<file path="src/rtl/seq_ctrl_pkg.sv">
// Shared constants for the sequencer: state codes, opcodes, mode masks and small decode helpers.
package seq_ctrl_pkg;

    typedef enum logic [2:0] {
        StNone   = 3'd0,
        StRst1   = 3'd1,
        StFetch  = 3'd2,
        StDecode = 3'd3,
        StExec   = 3'd4,
        StMem    = 3'd5,
        StWb     = 3'd6,
        StHalt   = 3'd7
    } state_e;

    // Fields are zero-extended to this width before decoding so helpers stay width-agnostic.
    typedef logic [31:0] word_t;

    localparam int unsigned OpNoop = 0;
    localparam int unsigned OpLod  = 1;
    localparam int unsigned OpStr  = 2;
    localparam int unsigned OpSwp  = 3;
    localparam int unsigned OpBra  = 4;
    localparam int unsigned OpBrr  = 5;
    localparam int unsigned OpBne  = 6;
    localparam int unsigned OpBnr  = 7;
    localparam int unsigned OpAlu  = 8;
    localparam int unsigned OpHlt  = 15;

    localparam int unsigned ModeZero  = 0;
    localparam int unsigned ModeOne   = 1;
    localparam int unsigned ModeEight = 8;
    localparam int unsigned ModeNine  = 9;

    function automatic logic is_branch(word_t op);
        return (op >= OpBra) && (op <= OpBnr);
    endfunction

    function automatic logic is_mem(word_t op);
        return (op == OpLod) || (op == OpStr);
    endfunction

    function automatic logic [1:0] alu_sel(word_t op, word_t mm);
        if (op == OpAlu) begin
            return (mm == ModeEight) ? 2'b01 : 2'b00;
        end
        if (is_mem(op)) begin
            if (mm == ModeEight) return 2'b11;
            if (mm == ModeOne || mm == ModeNine) return 2'b01;
        end
        return 2'b10;
    endfunction

endpackage

</file>
<file path="src/rtl/seq_ctrl_if.sv">
// Controller <-> datapath signal bundle; master is the sequencer, slave is the datapath.
interface seq_ctrl_if #(
    parameter int unsigned CCW = 4,
    parameter int unsigned OPW = 4
);
    logic [OPW-1:0] opcode;
    logic [CCW-1:0] mm;
    logic [CCW-1:0] stat;
    logic           mem_ack;
    logic           run;

    logic           ir_load;
    logic           pc_write;
    logic           pc_sel;
    logic           br_sel;
    logic           rb_sel;
    logic           rf_we;
    logic           dm_we;
    logic           mem_req;
    logic [1:0]     alu_op;
    logic [1:0]     wb_sel;
    logic [2:0]     state;
    logic           halted;
    logic           mem_err;

    modport master (
        input  opcode, mm, stat, mem_ack, run,
        output ir_load, pc_write, pc_sel, br_sel, rb_sel, rf_we, dm_we, mem_req,
        output alu_op, wb_sel, state, halted, mem_err
    );

    modport slave (
        output opcode, mm, stat, mem_ack, run,
        input  ir_load, pc_write, pc_sel, br_sel, rb_sel, rf_we, dm_we, mem_req,
        input  alu_op, wb_sel, state, halted, mem_err
    );
endinterface

</file>
<file path="src/rtl/seq_ctrl_wait.sv">
// MEM-state wait counter; flags the cycle on which the wait budget would be exhausted.
module seq_ctrl_wait #(
    parameter int unsigned MEM_TMO = 15
) (
    input  logic clk,
    input  logic rst,
    input  logic clr,
    input  logic inc,
    output logic timeout
);
    localparam int unsigned CW = (MEM_TMO < 1) ? 1 : $clog2(MEM_TMO + 1);
    localparam logic [CW-1:0] Last = CW'((MEM_TMO == 0) ? 0 : MEM_TMO - 1);

    logic [CW-1:0] cnt_q;

    always_ff @(posedge clk) begin
        if (rst || clr) begin
            cnt_q <= '0;
        end else if (inc) begin
            cnt_q <= cnt_q + 1'b1;
        end
    end

    // Counter would reach MEM_TMO on this edge without an ack.
    assign timeout = inc && (cnt_q == Last);
endmodule

</file>
<file path="src/rtl/seq_ctrl.sv">
// Multi-cycle instruction sequencer: fetch/decode/exec/mem/wb FSM driving datapath strobes.
module seq_ctrl
    import seq_ctrl_pkg::*;
#(
    parameter int unsigned CCW     = 4,
    parameter int unsigned OPW     = 4,
    parameter int unsigned MEM_TMO = 15
) (
    input logic        clk,
    input logic        rst,
    seq_ctrl_if.master bus
);
    state_e         state_q;
    logic [OPW-1:0] op_q;
    logic [CCW-1:0] mm_q;
    logic           mem_err_q;
    logic           timeout;
    logic           wait_inc;
    logic           cond_hit;
    word_t          op_live;
    word_t          op_lat;
    word_t          mm_lat;

    assign op_live  = word_t'(bus.opcode);
    assign op_lat   = word_t'(op_q);
    assign mm_lat   = word_t'(mm_q);
    assign cond_hit = |(bus.stat & bus.mm);
    assign wait_inc = (state_q == StMem) && is_mem(op_lat) && !bus.mem_ack;

    seq_ctrl_wait #(
        .MEM_TMO(MEM_TMO)
    ) u_wait (
        .clk    (clk),
        .rst    (rst),
        .clr    (state_q != StMem),
        .inc    (wait_inc),
        .timeout(timeout)
    );

    always_ff @(posedge clk) begin
        if (rst) begin
            state_q   <= StRst1;
            op_q      <= OPW'(OpNoop);
            mm_q      <= CCW'(ModeZero);
            mem_err_q <= 1'b0;
        end else begin
            case (state_q)
                StRst1:  state_q <= StFetch;
                StFetch: state_q <= StDecode;
                StDecode: begin
                    op_q <= bus.opcode;
                    mm_q <= bus.mm;
                    if (op_live == OpHlt) begin
                        state_q <= StHalt;
                    end else if (is_branch(op_live)) begin
                        state_q <= StFetch;
                    end else begin
                        state_q <= StExec;
                    end
                end
                StExec: state_q <= StMem;
                StMem: begin
                    if (timeout) begin
                        mem_err_q <= 1'b1;
                        state_q   <= StHalt;
                    end else if (!is_mem(op_lat) || bus.mem_ack) begin
                        state_q <= StWb;
                    end
                end
                StWb: state_q <= StFetch;
                StHalt: begin
                    if (bus.run) state_q <= StFetch;
                end
                default: state_q <= StRst1;
            endcase
        end
    end

    always_comb begin
        logic taken;
        taken        = 1'b0;
        bus.ir_load  = 1'b0;
        bus.pc_write = 1'b0;
        bus.pc_sel   = 1'b0;
        bus.br_sel   = 1'b0;
        bus.rb_sel   = 1'b0;
        bus.rf_we    = 1'b0;
        bus.dm_we    = 1'b0;
        bus.mem_req  = 1'b0;
        bus.alu_op   = 2'b00;
        bus.wb_sel   = 2'b00;
        case (state_q)
            StFetch: begin
                bus.ir_load  = 1'b1;
                bus.pc_write = 1'b1;
            end
            StDecode: begin
                bus.rb_sel = (op_live == OpStr) || (op_live == OpSwp);
                // Branch resolution looks at live inputs; fields are only latched at the end of DECODE.
                if (is_branch(op_live)) begin
                    taken = ((op_live == OpBra) || (op_live == OpBrr)) ? cond_hit : !cond_hit;
                    bus.pc_write = taken;
                    bus.pc_sel   = taken;
                    bus.br_sel   = taken && ((op_live == OpBra) || (op_live == OpBne));
                end
            end
            StExec: bus.alu_op = alu_sel(op_lat, mm_lat);
            StMem: begin
                bus.mem_req = is_mem(op_lat);
                bus.dm_we   = (op_lat == OpStr);
            end
            StWb: begin
                bus.rf_we = (op_lat == OpAlu) || (op_lat == OpLod) || (op_lat == OpSwp);
                if (op_lat == OpLod) begin
                    bus.wb_sel = 2'b01;
                end else if (op_lat == OpSwp) begin
                    bus.wb_sel = 2'b11;
                end
            end
            default: ;
        endcase
    end

    assign bus.state   = state_q;
    assign bus.halted  = (state_q == StHalt);
    assign bus.mem_err = mem_err_q;
endmodule

</file>
<file path="src/flat_wrapper.sv">
// flat-port wrapper written by rule: the top's interface ports become plain ports
module seq_ctrl_flat import seq_ctrl_pkg::*;
#(
    parameter int unsigned CCW     = 4,
    parameter int unsigned OPW     = 4,
    parameter int unsigned MEM_TMO = 15
)
  (clk, rst, bus_opcode, bus_mm, bus_stat, bus_mem_ack, bus_run, bus_ir_load, bus_pc_write, bus_pc_sel, bus_br_sel, bus_rb_sel, bus_rf_we, bus_dm_we, bus_mem_req, bus_alu_op, bus_wb_sel, bus_state, bus_halted, bus_mem_err);
  seq_ctrl_if #(.CCW(CCW), .OPW(OPW)) bus_i ();
  input logic clk;
  input logic rst;
  input wire logic [$bits(bus_i.opcode)-1:0] bus_opcode;
  input wire logic [$bits(bus_i.mm)-1:0] bus_mm;
  input wire logic [$bits(bus_i.stat)-1:0] bus_stat;
  input wire logic [$bits(bus_i.mem_ack)-1:0] bus_mem_ack;
  input wire logic [$bits(bus_i.run)-1:0] bus_run;
  output wire logic [$bits(bus_i.ir_load)-1:0] bus_ir_load;
  output wire logic [$bits(bus_i.pc_write)-1:0] bus_pc_write;
  output wire logic [$bits(bus_i.pc_sel)-1:0] bus_pc_sel;
  output wire logic [$bits(bus_i.br_sel)-1:0] bus_br_sel;
  output wire logic [$bits(bus_i.rb_sel)-1:0] bus_rb_sel;
  output wire logic [$bits(bus_i.rf_we)-1:0] bus_rf_we;
  output wire logic [$bits(bus_i.dm_we)-1:0] bus_dm_we;
  output wire logic [$bits(bus_i.mem_req)-1:0] bus_mem_req;
  output wire logic [$bits(bus_i.alu_op)-1:0] bus_alu_op;
  output wire logic [$bits(bus_i.wb_sel)-1:0] bus_wb_sel;
  output wire logic [$bits(bus_i.state)-1:0] bus_state;
  output wire logic [$bits(bus_i.halted)-1:0] bus_halted;
  output wire logic [$bits(bus_i.mem_err)-1:0] bus_mem_err;
  assign bus_i.opcode = bus_opcode;
  assign bus_i.mm = bus_mm;
  assign bus_i.stat = bus_stat;
  assign bus_i.mem_ack = bus_mem_ack;
  assign bus_i.run = bus_run;
  assign bus_ir_load = bus_i.ir_load;
  assign bus_pc_write = bus_i.pc_write;
  assign bus_pc_sel = bus_i.pc_sel;
  assign bus_br_sel = bus_i.br_sel;
  assign bus_rb_sel = bus_i.rb_sel;
  assign bus_rf_we = bus_i.rf_we;
  assign bus_dm_we = bus_i.dm_we;
  assign bus_mem_req = bus_i.mem_req;
  assign bus_alu_op = bus_i.alu_op;
  assign bus_wb_sel = bus_i.wb_sel;
  assign bus_state = bus_i.state;
  assign bus_halted = bus_i.halted;
  assign bus_mem_err = bus_i.mem_err;
  seq_ctrl #(.CCW(CCW), .OPW(OPW), .MEM_TMO(MEM_TMO)) u_core (.clk(clk), .rst(rst), .bus(bus_i));
endmodule
</file>
<file path="config.mk">
export PLATFORM = sky130hd
export DESIGN_NAME = seq_ctrl_flat
export DESIGN_NICKNAME = d
export VERILOG_FILES = /design/src/rtl/seq_ctrl_pkg.sv /design/src/rtl/seq_ctrl_if.sv /design/src/rtl/seq_ctrl_wait.sv /design/src/rtl/seq_ctrl.sv /design/src/flat_wrapper.sv
export SDC_FILE = /design/constraint.sdc
export NUM_CORES = 1
export LEC_CHECK = 0
export ABC_AREA = 1
export CAP_MARGIN = 20
export CORE_AREA = 2 2 60 62
export DETAILED_ROUTE_END_ITERATION = 8
export DIE_AREA = 0 0 62 64
export PLACE_DENSITY = 0.65
export SLEW_MARGIN = 20
export SYNTH_ARGS = -nofsm -noshare
export SYNTH_HDL_FRONTEND = slang
export SYNTH_SLANG_ARGS = --single-unit
</file>
<file path="constraint.sdc">
create_clock -name clk -period 1.55 [get_ports clk]
set_clock_uncertainty 0.2 [all_clocks]
set_input_delay 0.155 -clock clk [delete_from_list [all_inputs] [get_ports clk]]
set_output_delay 0.155 -clock clk [all_outputs]
set_load 0.01 [all_outputs]
</file>
==> results of run 1 <==
## registers in the layout, summed over array words and instances, names as in the netlist
register / cells
u_core.bus.mem_err: 1
u_core.bus.state: 3
u_core.mm_q: 4
u_core.op_q: 4
u_core.u_wait.cnt_q: 4
## power groups by stage
| stage | clock, W | sequential, W | combinational [W] |
|---|---|---|---|
| global route | 0.000240 | 0.000497 | 0.000564 |
| detailed placement | 0 | 0.000480 | 0.000407 |
| global placement | 0 | 0.000479 | 0.000404 |
| finish | 0.000215 | 0.000492 | 0.000517 |
| floorplan | 0 | 0.000489 | 0.000161 |
| CTS | 0.000219 | 0.000491 | 0.000448 |
## layout make-up
| class | instances | area [um2] |
|---|---|---|
| Clock buffer | 3 | 22.5 |
| Fill cell | 330 | 1530 |
| Inverter | 24 | 95.1 |
| Multi-Input combinational cell | 106 | 671 |
| Sequential cell | 16 | 339 |
| Tap cell | 46 | 57.6 |
| Timing Repair Buffer | 71 | 571 |
## routing by layer
layer / share of wire [%] / routed length, um / GRT usage (%)
met3: 2.8 / 78 / 1.21
met1: 48 / 1340 / 21.2
met4: 0.82 / 23 / 4.79
met5: 0 / 0 / 0
met2: 49 / 1360 / 21.0
## kinds of logic (layout without fill, tap and decap cells)
logic type	Yosys count	count (layout)
simple gates	80	80
buf+inv	25	98
compound gates	22	22
flops	16	16
fa+ha+maj	2	2
xor+xnor	2	2
## worst max path at each step
stage                                    from            end  slack, ns  depth (start not counted)
after floorplan           u_core.bus.state[1]     bus_br_sel       0.06                          6
after global placement          bus_opcode[2]   bus_pc_write      -0.52                          6
after detailed placement        bus_opcode[2]   bus_pc_write      -0.51                          6
after CTS                 u_core.bus.state[0]     bus_br_sel      -0.21                          7
after global routing      u_core.bus.state[0]  bus_alu_op[0]      -0.28                          7
final                     u_core.bus.state[0]  bus_alu_op[0]      -0.21                          7
## cell usage after synthesis (all sizes together)
cell type,count,area (um2)
a21oi,11,70.1
a31o,1,8.76
and3,1,6.26
buf,1,5.00
dfxtp,16,320
ha,2,25.0
inv,24,90.1
nand2,31,124
nand3,11,55.1
nand3b,1,7.51
nand4,4,25.0
nor2,29,116
nor3,3,15.0
o211ai,1,7.51
o21ai,8,40.0
o31ai,1,7.51
xor2,2,17.5
## metrics by stage
stage	hold slack [ns]	instances	TNS, ns	setup WS, ns	power (W)
2_1_floorplan	0.0174	147	0	0.0577	0.000650
3_3_place_gp	0.250	253	-3.51	-0.517	0.000882
3_5_place_dp	0.254	253	-3.63	-0.507	0.000886
4_1_cts	0.268	261	-1.31	-0.211	0.00116
5_1_grt	0.280	266	-3.19	-0.281	0.00130
6_report	0.254	266	-1.66	-0.210	0.00122
## worst reg2reg max path: stages, from the launching register on
cell,delay (ns)
dfxtp_4,0.37
inv_2,0.05
nor2_1,0.03
nand2_1,0.10
nand2_2,0.08
buf_4,0.14
buf_4,0.12
buf_6,0.12
nand4_1,0.11
nand2_1,0.07
nor2_1,0.09
nand2_1,0.05
## repair_timing
item                       4_1_cts  5_1_grt
setup endpoints to repair       16       20
pin swaps                       13       14
buffers inserted                 5        5
gates resized for setup         90       24
==> implementation parameters, run 1 <==
Parameter                              Value

Route
  First-pass detailed-route iteration total    4
  Via/cell ratio    roughly 4.4
  Post-detailed-route count of antenna-violating nets    0
  Final wirelength    ~2.8 mm
  Starting DRT DRC Count    38
  Drt drc    0
  Wirelength per Cell    ~11 um
  Number of vias after detailed routing    ~1,200

Timing
  Worst path setup slack after routing    -0.210 ns
  RSZ-0062 raised after global routing    true
  # setup viols final    16
  Achievable Freq    around 570 MHz
  Slew Limit Headroom    between 80 and 90%
  Number of slew-limit violations in the final report    0
  Slew @ Worst Pin    between 0.2 and 0.3 ns
  Min cycle time layout    roughly 1.8 ns
  Final worst path period share    114%
  Number of hold violations in the final report    0

CTS
  Sinks on Clock Net    16
  CTS Root Buffer Type    clkbuf_4
  Cts hold-fix bufs    0
  Post-CTS clock slew at the launch and capture registers of the worst setup and hold paths    around 0.090 ns
  Clock latency of the later-clocked register in the worst-skew pair    ~0.28 ns
  CTS Buf Count    3
  Htree depth    1
  Clock tree from TritonCTS    done
  Buffer depth of the longest clock path    2

Power and ir drop
  Gate power share    a little over two fifths
  Power density of the placed cells    around 700 nW/um2
  Clock share of power    17.6%
  Static power due to leakage    0.848 nW
  Fraction of power consumed by sequential logic    40.2%
  Peak supply drop    0.270 mV
  Internal power consumption    0.000818 W
  Share of total power consumed by net switching    33.2%
  Switching power of the nets    ~0.00041 W

Cells and area
  Area growth syn-to-layout    86.6%
  Diodes inserted    0
  Final cell area excluding filler cells    1760 um2
  Share of the core filled with cells    between 50% and 60%
  Most frequent cells in the layout    buf_4, nand2_1, nor2_1
  Final-stage net count    between 200 and 250
  Most common library cell in the layout ignoring fill and taps    buf_4
  Proportion of layout cells with a drive suffix above 1    46.4%

Critical path
  Critical path startpoint category    register
  CP Class    register to output port
  Critical path's largest stage delay    0.38 ns
  Number of cells traversed by the worst register-to-register path    11
  Buf/Inv on CP    4
  Critical path arrival    between 1 and 1.5 ns
  Critical path, cell by cell    buf_12, nor2_4, inv_2, o31ai_2, nand2_1, inv_1, buf_2
  Crit end category    output port
  Crit path max-delay family    flip-flops
  Startpoint of the most critical register-to-register path    u_core.op_q[1]
  R2R Path End    u_core.bus.state[0]
  Largest fanout on the critical path    3
  CP required    1.19 ns
  Register-to-register setup slack    -0.10 ns
  Cell with the biggest individual delay on the critical path    dfxtp_4

Placement
  Area after detailed placement    1530 um2
  Sum of net half-perimeters after detailed placement    around 2 mm
  Routability congestion estimate    between 0.7 and 0.8
  Port Buf Inserts    32

Hold path
  Kind of path behind the tightest hold check    register to register
  Worst Hold Launch    u_core.bus.mem_err
  WHS Endpoint    u_core.bus.mem_err
  Worst hold path stage count    2

Synth
  Seq cells post-synth    16
  Post-synthesis cell type count    22
  Cell area after synthesis    941 um2
  Simple-gate portion of the synthesized area    ~37%
  Number of nets in the synthesized netlist    between 150 and 200
  Xor and xnor fraction of the mapped netlist area    between 1.5 and 2%
  Share of cell area taken by muxes after synthesis    0%
  Number of instances in the synthesized netlist    about 150
  Combinational family with the most area after synthesis    simple AND/OR/NAND/NOR gates
  Post-synthesis average cell area    6.40 um2
  Post-synthesis sequential area ratio    around a third
  Yosys warnings    0
  Compound-gate portion of the synthesized area    14.2%
  Arithmetic-cell share of the synthesized area counting full adders, half adders and majority gates    ~2.7%

Floorplan
  Starting Density    approximately 29%
  Row count    21
  Core Footprint    approximately 3300 um2
  Die outline area    between 3000 and 4000 um2
  Total I/O pin count    33
  Horizontal die dimension    62 um
  Die H    approximately 64 um

GRT
  Largest net degree at the start of global routing    11
  Number of global-route vias before repair    approximately 1,000
  Global route overflow    0
  Overall track demand over capacity in global routing    between 10% and 20%
  Number of antenna violations at the first check in global routing    0
  First-pass GRT wire length    about 4.4 mm

Run status
  Violations in the final reports    setup timing
  Outcome    finished, violations left

Job
  Number of max-cap violations    0
No activity file was read; power rests on OpenSTA's default activity.
==> inputs of run 2 (changes only) <==
Settings changed: CORE_AREA 2 2 60 62 to 2 2 50 52, DIE_AREA 0 0 62 64 to 0 0 52 54, PLACE_DENSITY 0.65 to 0.85.
==> run 2 against run 1 <==
Net effect: the flow still finishes with violations (setup timing); first-iteration DRC count rose by 47%; sequential cell count did not move; count of clock-buffer cells in the layout rose by 1; global-route usage rose by 8.6 points.
==> implementation parameters, run 2 (same netlist as run 1, synthesis figures left out) <==
Parameter                              Value

Run status
  Outcome    finished, violations left
  Violations in the final reports    setup timing

Floorplan
  Core Footprint    2320 um2 (-29%)
  Starting Density    40.6% (+12 points)
  Row count    18 (-14%)
  Horizontal die dimension    52 um (-16%)
  Die H    54 um (-16%)
  Die outline area    2810 um2 (-29%)
  Total I/O pin count    33 (unchanged)

Critical path
  Startpoint of the most critical register-to-register path    u_core.op_q[0]
  CP Class    register to output port
  Crit end category    output port
  Worst Setup SP    u_core.op_q[0]
  CP required    1.19 ns (about the same)
  Register-to-register setup slack    0.02 ns (+0.12 ns)
  Critical path arrival    1.52 ns (+0.11 ns)
  Largest fanout on the critical path    3 (unchanged)
  Critical path startpoint category    register

Placement
  Sum of net half-perimeters after detailed placement    2.30 mm (+15%)
  Port Buf Inserts    32 (unchanged)
  Routability congestion estimate    0.819 (+5.2%)
  Area after detailed placement    1520 um2 (-0.82%)
  Count of placed standard cells including taps    238 (-5.9%)

GRT
  Largest net degree at the start of global routing    11 (unchanged)
  Global route overflow    0 (unchanged)
  First-pass GRT wire length    4.77 mm (+8.6%)
  Number of antenna violations at the first check in global routing    0 (unchanged)
  Number of global-route vias before repair    1,209 (+16%)
  Overall track demand over capacity in global routing    22.8% (+8.6 points)

CTS
  Cts hold-fix bufs    0 (unchanged)
  Clock latency of the later-clocked register in the worst-skew pair    0.30 ns (+0.02 ns)
  CTS Root Buffer Type    clkbuf_4
  Post-CTS clock slew at the launch and capture registers of the worst setup and hold paths    0.10 ns (about the same)
  Clock tree from TritonCTS    done
  Sinks on Clock Net    16 (unchanged)
  Buffer depth of the longest clock path    2 (unchanged)
  Htree depth    1 (unchanged)
  CTS Buf Count    3 (unchanged)

Cells and area
  Post-Layout Cell Count    249 (-6.4%)
  Area growth syn-to-layout    87.6%
  Proportion of layout cells with a drive suffix above 1    46.6% (+0.21 points)
  Most common library cell in the layout ignoring fill and taps    buf_4
  Number of fillers in the final layout    168 (-49%)
  Final-stage net count    238 (-0.83%)
  Diodes inserted    0 (unchanged)
  Register area    337 um2 (-0.74%)
  Final cell area excluding filler cells    1770 um2 (+0.57%)
  Most frequent cells in the layout    buf_4, nand2_1, nor2_1
  Combined area of the multi-input logic cells    666 um2 (-0.75%)
  Registers with the most flip-flops    u_core.mm_q x4, u_core.op_q x4, u_core.u_wait.cnt_q x4

Route
  Final wirelength    3.74 mm (+34%)
  Via/cell ratio    5.23 (+18%)
  Starting DRT DRC Count    56 (+47%)
  Drt drc    0 (unchanged)
  Number of vias after detailed routing    1,302 (+11%)
  First-pass detailed-route iteration total    4 (unchanged)
  Wirelength per Cell    15.0 um (+43%)
  Post-detailed-route count of antenna-violating nets    0 (unchanged)

Job
  Number of max-cap violations    0 (unchanged)

Power and ir drop
  Total Power Consumption    0.00133 W (+8.6%)
  Peak supply drop    0.517 mV (+91%)
  Static power due to leakage    0.858 nW (+1.2%)
  Power density of the placed cells    754 nW/um2 (+8.0%)

Timing
  # setup viols final    11 (-5)
  Number of slew-limit violations in the final report    0 (unchanged)
  Slew @ Worst Pin    0.286 ns (-0.00213 ns)
  Number of hold violations in the final report    0 (unchanged)
  Total negative setup slack    -1.84 ns (-0.184 ns)
  Achievable Freq    533 MHz (-6.2%)
  Slew Limit Headroom    80.9% (+0.14 points)
  Final hold slack    0.271 ns (+0.0163 ns)
  RSZ-0062 raised after global routing    true
  Min cycle time layout    1.88 ns (+0.116 ns)
  Final worst path period share    121% (+7.5 points)
  Worst path setup slack after routing    -0.326 ns (-0.116 ns)

Hold path
  Kind of path behind the tightest hold check    register to register
  Worst Hold Launch    u_core.bus.mem_err
run 2: changes by cell type in the layout (fill, tap and decap cells not counted), sizes merged:
cell / change
clkbuf: +1
buf: -2
run 2: cell type report:
class                      count  share of cell area [%]
timing repair buffer          69                    33.4
clock buffer                   4                    2.06
multi-input combinational    106                    37.7
sequential                    16                    19.1
inverter                      24                    5.67
tap                           30                    2.13
run 2: stage by stage:
stage                     util (%)  worst slack, ns
after floorplan                  -           0.0577
after global placement        65.5           -0.506
after detailed placement      65.5           -0.510
after CTS                     69.1           -0.231
after global routing          76.1           -0.365
final                         76.1           -0.326
run 2: worst paths after layout:
check	cells after the start	to
max	9	bus_alu_op[0]
min	2	u_core.bus.mem_err
max reg2reg	8	u_core.u_wait.cnt_q[1]
min reg2reg	2	u_core.bus.mem_err
run 2: layer usage:
| layer | vias to the layer above | GRT usage [%] | routed length [um] |
|---|---|---|---|
| met3 | 13 | 3.61 | 256 |
| met1 | 593 | 24.0 | 1370 |
| met4 | 0 | 11.0 | 112 |
| met2 | 81 | 43.9 | 2000 |
| li1 | 615 | - | - |
| met5 | - | 0 | 0 |
run 2: repair_timing:
item | in CTS | in global routing
endpoints found under the setup margin | 16 | 16
pin swaps | 9 | 12
hold endpoints to repair | 0 | 0
gates resized for setup | 90 | 36
setup buffers | 3 | 6
run 2: where the power goes:
part / switching (W) / total [W] / leakage (nW) / internal, W
Combinational: 0.000274 / 0.000550 / 0.703 / 0.000276
Clock: 0.000143 / 0.000286 / 0.0210 / 0.000144
Sequential: 0.0000427 / 0.000494 / 0.134 / 0.000452
Total: 0.000459 / 0.00133 / 0.858 / 0.000872
run 2: critical path: stages (launching register included):
cell and delay (ns):
dfxtp_2 0.37, inv_4 0.04, nor2_4 0.13, nand2_2 0.08, nand2_2 0.11, o211ai_1 0.14, nand2_1 0.11, nand2_1 0.08
inv_2 0.07, buf_6 0.09
==> RTL edit, RTL diff (settings of run 1) <==
Make the reset (`rst`) asynchronous in one clocked block.
--- a/src/rtl/seq_ctrl.sv
+++ b/src/rtl/seq_ctrl.sv
@@ -38,5 +38,5 @@
     );
 
-    always_ff @(posedge clk) begin
+    always_ff @(posedge clk or posedge rst) begin
         if (rst) begin
             state_q   <= StRst1;
Check against the original RTL: differs if rst is asserted again (counterexample within 4 cycles, from zero or initial values and one cycle with rst high); with rst held inactive, the same outputs for 10 cycles.
==> RTL edit against run 1 <==
The flow still finishes with violations (setup timing); synthesized area increased by 6.4%; sequential cell count unchanged; utilization increased by 3.1 points; non-clock buffer count increased by 6; count of clock-buffer cells in the layout increased by 1; wire length increased by 4.2%; design area increased by 5.8%; worst setup slack got worse by 0.15 ns; critical path type unchanged; largest cell class is now buffers; highest routed layer unchanged.
Power is not compared: it rests on default switching activity, and its combinational part moved more than twofold at a synthesized area within 25%.
==> RTL edit: results (changes against run 1) <==
yosys:
  ys_types: 25  # +14%
  async_flop_share: 0.750  # +0.750
  synth_compound_area_frac: 0.108  # -0.0348
  synthTopCellsByArea: "dfrtp_1 (28%), nand2_1 (14%), inv_1 (9.4%), dfxtp_1 (8.0%), nor2_1 (6.4%)"
  synth_ff_type: "dfrtp_1"
  synth_commonest_cells: "nand2_1 (38), inv_1 (25), nor2_1 (17)"
  synth_nets: 162  # -1.8%
  postSynthCellCount: 144  # -2.0%
  synth_adder_area_share: 0.0250  # -0.00160
  ys_seq_area_frac: 0.381  # +0.0408
  synth-xor-area-share: 0.00875  # -0.00987
cells_and_area:
  stdcell_count: 271  # +1.9%
  seqCellArea_um2: 382  # +13%
  diodes: 0  # unchanged
  layout-drive-gt1-share: 0.427  # -0.0370
  final.fill_count: 299  # -9.4%
  nets: 244  # +1.7%
grt:
  use_met2: 0.229  # +0.0195
  grt_pass1_vias: 1041  # -0.29%
  grt_util_met3: 0.0182  # +0.00607
  met1_usage: 0.192  # -0.0201
  grtUsageTotal: 0.144  # +0.00160
clock_network:
  clk-insertion-delay-late_ns: 0.30  # +0.02 ns
  cts_max_level: 1  # unchanged
hold_path:
  hold_path.class: "in -> async"
sta:
  finalHoldWorstSlack_ns: 0.0299  # -0.225 ns
  max_slew_margin: 0.701  # -0.106
  setup_viol: 22  # +6
  fin_tns_setup_ns: -4.08  # -2.42 ns
  worst_slack_ns: -0.358  # -0.148 ns
run_status:
  outcome: "finished, violations left"
  violations: "setup timing"
place:
  detailed_place_hpwl_mm: 1.98  # -1.2%
  place_inst: 252  # -0.40%
  place_area_um2: 1600  # +4.7%
  dpl_worst_slack_ns: -0.451  # +0.0557 ns
  place.gp.congestion: 0.757  # -2.7%
route:
  met2_length_mm: 1.41  # +3.9%
  vias_per_cell: 4.38  # -0.76%
  routed_wl_mm: 2.92  # +4.2%
  wl_met3_um: 93  # +19%
  dr.first_iter.drc_count: 41  # +7.9%
  top_layer_used: "met4"
  drt-met1-wl_mm: 1.36  # +1.6%
setup_path:
  arrival_ns: 1.55  # +0.14 ns
  endpoint: "bus_mem_req"
  r2r_cells: 9  # -2
  startpoint: "u_core.bus.state[0]"
  slowest_delay_ns: 0.58  # +0.20 ns
  reg2reg_slack_ns: -0.16  # -0.06 ns
  regToRegEndpoint: "u_core.bus.state[1]"
RTL edit: timing repair:
action                     CTS  global route
buffers inserted             7            10
cloned                       0             1
resized for setup           74            33
hold endpoints to repair     0             0
setup endpoints to repair   23            31
pin swaps                   11            14
RTL edit: cell families (layout without fill, tap and decap cells):
| group | after synthesis | count (layout) |
|---|---|---|
| DFF | 16 | 16 |
| AOI/OAI and AO/OA | 18 | 18 |
| buffers and inverters | 28 | 109 |
| adders and majority gates | 2 | 2 |
| xor gates and xnor gates | 1 | 1 |
| and+or+nand+nor | 79 | 79 |
RTL edit: layout make-up:
| class | count | share of cell area |
|---|---|---|
| repair buffers | 77 | 0.351 |
| multi-input cells | 100 | 0.339 |
| inverters | 27 | 0.0566 |
| well taps | 46 | 0.0310 |
| clock buffers | 4 | 0.0141 |
| repair inverters | 1 | 0.00269 |
| flip-flops and latches | 16 | 0.205 |
RTL edit: power breakdown:
part,switching (mW),internal (mW)
clock network,0.141,0.101
logic,0.902,0.946
registers,0.106,0.568
total,1.15,1.61
